===== src/rtl/cpu_run_ctrl.sv =====
// rtl/cpu_run_ctrl.sv - cycle-accurate run/pause/step controller with timeout and divided enables.
// Optional RUN_CTRL_FINISH_EN adds a simulation-only report and $finish on entering DONE.
module cpu_run_ctrl #(
  parameter int NCH        = 2,
  parameter int DIVW       = 8,
  parameter int CNTW       = 32,
  parameter int MAX_CYCLES = 35
) (
  input  logic                  clk,
  input  logic                  reset,
  input  logic                  start,
  input  logic                  stop,
  input  logic                  step,
  input  logic [NCH*DIVW-1:0]   div,
  output logic                  cpu_en,
  output logic [NCH-1:0]        ch_en,
  output logic [CNTW-1:0]       cycles,
  output logic [1:0]            state,
  output logic                  done
);

  typedef enum logic [1:0] {
    IDLE  = 2'd0,
    RUN   = 2'd1,
    PAUSE = 2'd2,
    DONE  = 2'd3
  } state_t;

  localparam logic [CNTW-1:0] LAST = CNTW'(MAX_CYCLES - 1);

  state_t          state_q, state_d;
  logic            step_q, step_d;
  logic [CNTW-1:0] cycles_q;
  logic            timeout_hit;

  assign cpu_en      = (state_q == RUN) | ((state_q == PAUSE) & step_q);
  assign timeout_hit = (MAX_CYCLES != 0) && cpu_en && (cycles_q == LAST);
  assign cycles      = cycles_q;
  assign state       = state_q;
  assign done        = (state_q == DONE);

  // Timeout outranks stop/start so a step can also end the run.
  always_comb begin
    state_d = state_q;
    step_d  = 1'b0;
    case (state_q)
      IDLE: begin
        if (start) state_d = RUN;
      end
      RUN: begin
        if (timeout_hit) state_d = DONE;
        else if (stop)   state_d = PAUSE;
      end
      PAUSE: begin
        if (timeout_hit)  state_d = DONE;
        else if (start)   state_d = RUN;
        else if (step)    step_d  = 1'b1;
      end
      DONE: begin
        state_d = DONE;
      end
      default: begin
        state_d = IDLE;
      end
    endcase
  end

  always_ff @(posedge clk) begin
    if (reset) begin
      state_q  <= IDLE;
      step_q   <= 1'b0;
      cycles_q <= '0;
    end else begin
      state_q <= state_d;
      step_q  <= step_d;
      if (cpu_en) cycles_q <= cycles_q + CNTW'(1);
    end
  end

  for (genvar k = 0; k < NCH; k++) begin : g_ch
    logic [DIVW-1:0] cnt_q;
    logic [DIVW-1:0] div_k;
    logic            hit;

    assign div_k    = div[k*DIVW +: DIVW];
    assign hit      = (cnt_q >= div_k);
    assign ch_en[k] = cpu_en & hit;

    always_ff @(posedge clk) begin
      if (reset)       cnt_q <= '0;
      else if (cpu_en) cnt_q <= hit ? '0 : cnt_q + DIVW'(1);
    end
  end

`ifdef RUN_CTRL_FINISH_EN
  always_ff @(posedge clk) begin
    if (!reset && (state_q != DONE) && (state_d == DONE)) begin
      $display("run_ctrl: done at %0d cycles", cycles_q + CNTW'(1));
      $finish;
    end
  end
`else
  // done is the only termination indication; the bench decides when to stop.
`endif

endmodule


===== config.mk =====
export PLATFORM = sky130hd
export DESIGN_NAME = cpu_run_ctrl
export DESIGN_NICKNAME = d
export VERILOG_FILES = /design/src/rtl/cpu_run_ctrl.sv
export SDC_FILE = /design/constraint.sdc
export NUM_CORES = 1
export LEC_CHECK = 0
export ABC_AREA = 1
export CAP_MARGIN = 20
export CORE_MARGIN = 4
export CORE_UTILIZATION = 42
export DETAILED_ROUTE_END_ITERATION = 8
export GPL_TIMING_DRIVEN = 0
export PLACE_DENSITY = 0.66
export SLEW_MARGIN = 10
export SYNTH_ARGS = -nofsm -noshare
export SYNTH_HDL_FRONTEND = slang
export SYNTH_SLANG_ARGS = --single-unit

===== constraint.sdc =====
create_clock -name clk -period 1.9 [get_ports clk]
set_input_delay 0.19 -clock clk [delete_from_list [all_inputs] [get_ports clk]]
set_output_delay 0.19 -clock clk [all_outputs]
set_load 0.02 [all_outputs]

==> key figures <==
Synthesis
  • Synthesis Warnings: 0
  • Synth Area in Compound Gates: 0.0724
  • Seq/Total Area, Yosys: 0.321
  • Synthesized cell area: 3180 µm²
  • Xor/xnor share of the synthesized area: 0.0358
  • Post-Synthesis Cells: 497
  • Synthesized net count: 538
  • Combinational family with the most area after synthesis: simple AND/OR/NAND/NOR gates
  • Post-synthesis mux area share: 0
  • Post-Synth Adder-Cell Area: 0.0787
  • Synth cell types: 31
  • Synthesized flop and latch total: 51
  • Synthesized-area fraction occupied by and/or/nand/nor cells: 0.396
  • Synthesized area per cell: 6.40 µm²

Power
  • Clk network pwr share: 0.329
  • Sw Share: 0.261
  • VDD IR-drop max: 237 µV
  • Sequential Power Share: 0.523
  • Logic gate share of total power: 0.148
  • Pwr Density: 511 nW/µm²
  • P_sw: 0.000553 W
  • Int Power: 0.00157 W
  • LEAKAGE: 1.74 nW

Timing
  • Final hold viol count: 0
  • RSZ-0062 raised after global routing: yes
  • Worst Max-Slew Pin Slew: 0.632 ns
  • Final period utilization: 0.953
  • Fmax: 552 MHz
  • Endpoints failing setup: 0
  • Slew HR: 0.578
  • Pins Over Slew Limit: 0
  • Worst Skew: 0.00225 ns
  • Worst hold margin: 0.447 ns
  • Final min period: 1.81 ns

Setup path
  • Max FO, Critical Path: 4
  • Critical Path Sink Type: output pin
  • Critical Path RT: 1.71 ns
  • Critical Path AT: 1.62 ns
  • Critical path type: flip-flop to output pin
  • Startpoint types: flip-flop

Cells and area
  • Area Growth Syn to Fin: 30.7%
  • Final Non-Filler Cells: 668
  • # diodes: 0
  • Final Net Count: 609
  • Fraction of layout cells with a size suffix above 1: 0.109
  • Fill cells: 739

Die
  • Die Wd: 95.0 µm
  • Row count: 31
  • Die Height: 95.0 µm
  • Starting density of the core: 0.436
  • Total die area: 9030 µm²
  • Total core area: 7290 µm²
  • # IOs: 59

Detailed routing
  • Via/cell ratio: 4.81
  • Routed Wire Length: 8190 µm
  • Initial DRC Count: 126
  • Post-route DRC: 0
  • Routed wire per std cell: 12.3 µm
  • Final ANT Viol Nets: 0
  • 1st-pass router iterations: 4
  • Via Count: 3210

Placed design
  • IO buf count: 58
  • HPWL after DPL: 6190 µm
  • GP Congestion: 0.891
  • Dpl cells: 654

CTS
  • CTS tree: done
  • H-tree Lvls: 2
  • CTS root buf: clkbuf_8
  • Clock Sinks: 51
  • Worst-Skew Late Latency: 0.30 ns
  • Clock Tree Buf Depth: 2
  • Hold-fix buffers, CTS: 0
  • CTS buffer count: 5
  • Worst-path clk slew: 0.09 ns

Hold path
  • Hold crit path type: primary input to flip-flop

Global route
  • Total GRT Usage: 0.187
  • Grt ovf: 0
  • First-pass GRT wire length: 13600 µm
  • Pin count of the biggest net entering global routing: 15
  • Number of global-route vias before repair: 3009
  • Initial antenna violation count: 0

Job
  • Max cap viols: 0

Run status
  • Status: finished, final reports clean
==> kinds of logic after synthesis <==
group                      count (synthesis)
and+or+nand+nor                          291
buffers and inverters                     78
DFF                                       51
AOI/OAI and AO/OA                         44
adders and majority gates                 20
xor gates and xnor gates                  13
==> Yosys cell counts (all sizes together) <==
master | instances | area (µm²)
a21oi | 23 | 115
nand2 | 131 | 502
and2 | 1 | 6.26
nand3b | 2 | 31.3
clkbuf | 3 | 11.3
nor3b | 2 | 15.0
nor2b | 1 | 6.26
nor2 | 103 | 417
nand3 | 28 | 150
o21a | 4 | 30.0
dfxtp | 51 | 1020
or2 | 3 | 18.8
inv | 72 | 270
nor4 | 1 | 6.26
ha | 20 | 250
xor2 | 13 | 114
o21ai | 17 | 85.1
buf | 3 | 23.8
nand4 | 9 | 56.3
nor3 | 10 | 50.1
==> through the flow <==
| stage | setup WS [ns] | power, W | cell area (µm²) | utilization | TNS, ns |
|---|---|---|---|---|---|
| after floorplan | 0.313 | 0.00129 | 3180 | - | 0 |
| after global placement | -0.419 | 0.00140 | 3880 | 0.533 | -0.808 |
| after detailed placement | -0.459 | 0.00141 | 3880 | 0.533 | -0.913 |
| after CTS | 0.0152 | 0.00211 | 4010 | 0.550 | 0 |
| after global routing | -0.0446 | 0.00223 | 4160 | 0.570 | -0.0479 |
| final | 0.0889 | 0.00212 | 4160 | 0.570 | 0 |
==> sequential cells by signal, summed over array words and instances (netlist names) <==
signal	count
cycles	32
g_ch.cnt_q	16
state	2
step_q	1
==> worst max-delay path, cell delays in order, from the launching register on <==
cell	delay (ns)
dfxtp_1	0.42
ha_1	0.27
a21oi_1	0.15
nand2_1	0.07
nand2_1	0.05
nand2_1	0.06
nand2_1	0.09
inv_1	0.06
buf_4	0.15
==> power groups by stage <==
stage / Clock, W / Sequential, W / Combinational [W]
after floorplan: 0 / 0.00114 / 0.000153
final: 0.000697 / 0.00111 / 0.000315
after detailed placement: 0 / 0.00113 / 0.000273
after global placement: 0 / 0.00113 / 0.000267
after CTS: 0.000717 / 0.00111 / 0.000286
after global routing: 0.000762 / 0.00111 / 0.000356
==> area by class of cell <==
| cell class | instances | area [µm²] | share of cell area |
|---|---|---|---|
| multi-input combinational | 368 | 1960 | 0.472 |
| sequential | 51 | 1030 | 0.248 |
| timing repair buffer | 64 | 622 | 0.150 |
| inverter | 72 | 270 | 0.0650 |
| tap | 99 | 124 | 0.0298 |
| clock buffer | 8 | 100 | 0.0241 |
| buffer | 6 | 45.0 | 0.0108 |
==> cell usage in the layout, fill, tap and decap left out, types with 10 or more instances in the layout <==
cell and count:
a21oi_1 20, nand3_1 25, nor2_2 10, nor2_1 91, o21ai_0 14, nand2_1 129
ha_1 14, xor2_1 13, clkdlybuf4s50_1 55, inv_1 68, dfxtp_1 43
==> final timing paths <==
| check | start | to | slack [ns] | depth (start not counted) |
|---|---|---|---|---|
| worst min register to register | cycles[4] | cycles[4] | 0.52 | 1 |
| worst min-delay path | step | step_q | 0.45 | 3 |
| worst max-delay path | g_ch[0].cnt_q[3] | ch_en[0] | 0.09 | 8 |
| worst max register to register | cycles[0] | cycles[24] | 0.16 | 8 |
==> layer usage <==
| layer | vias to the layer above | track usage | part of all wire |
|---|---|---|---|
| li1 | 1693 | - | - |
| met1 | 1453 | 0.242 | 0.46 |
| met2 | 57 | 0.324 | 0.49 |
| met3 | 7 | 0.0303 | 0.037 |
| met4 | 0 | 0.0493 | 0.011 |
| met5 | - | 0 | 0 |
==> timing repair <==
action,CTS,global route
setup buffers,1,5
endpoints found under the hold margin,0,0
endpoints found under the setup margin,3,6
gates resized for setup,21,21
pin swaps,4,7
Power figures use the tool's default switching activity.
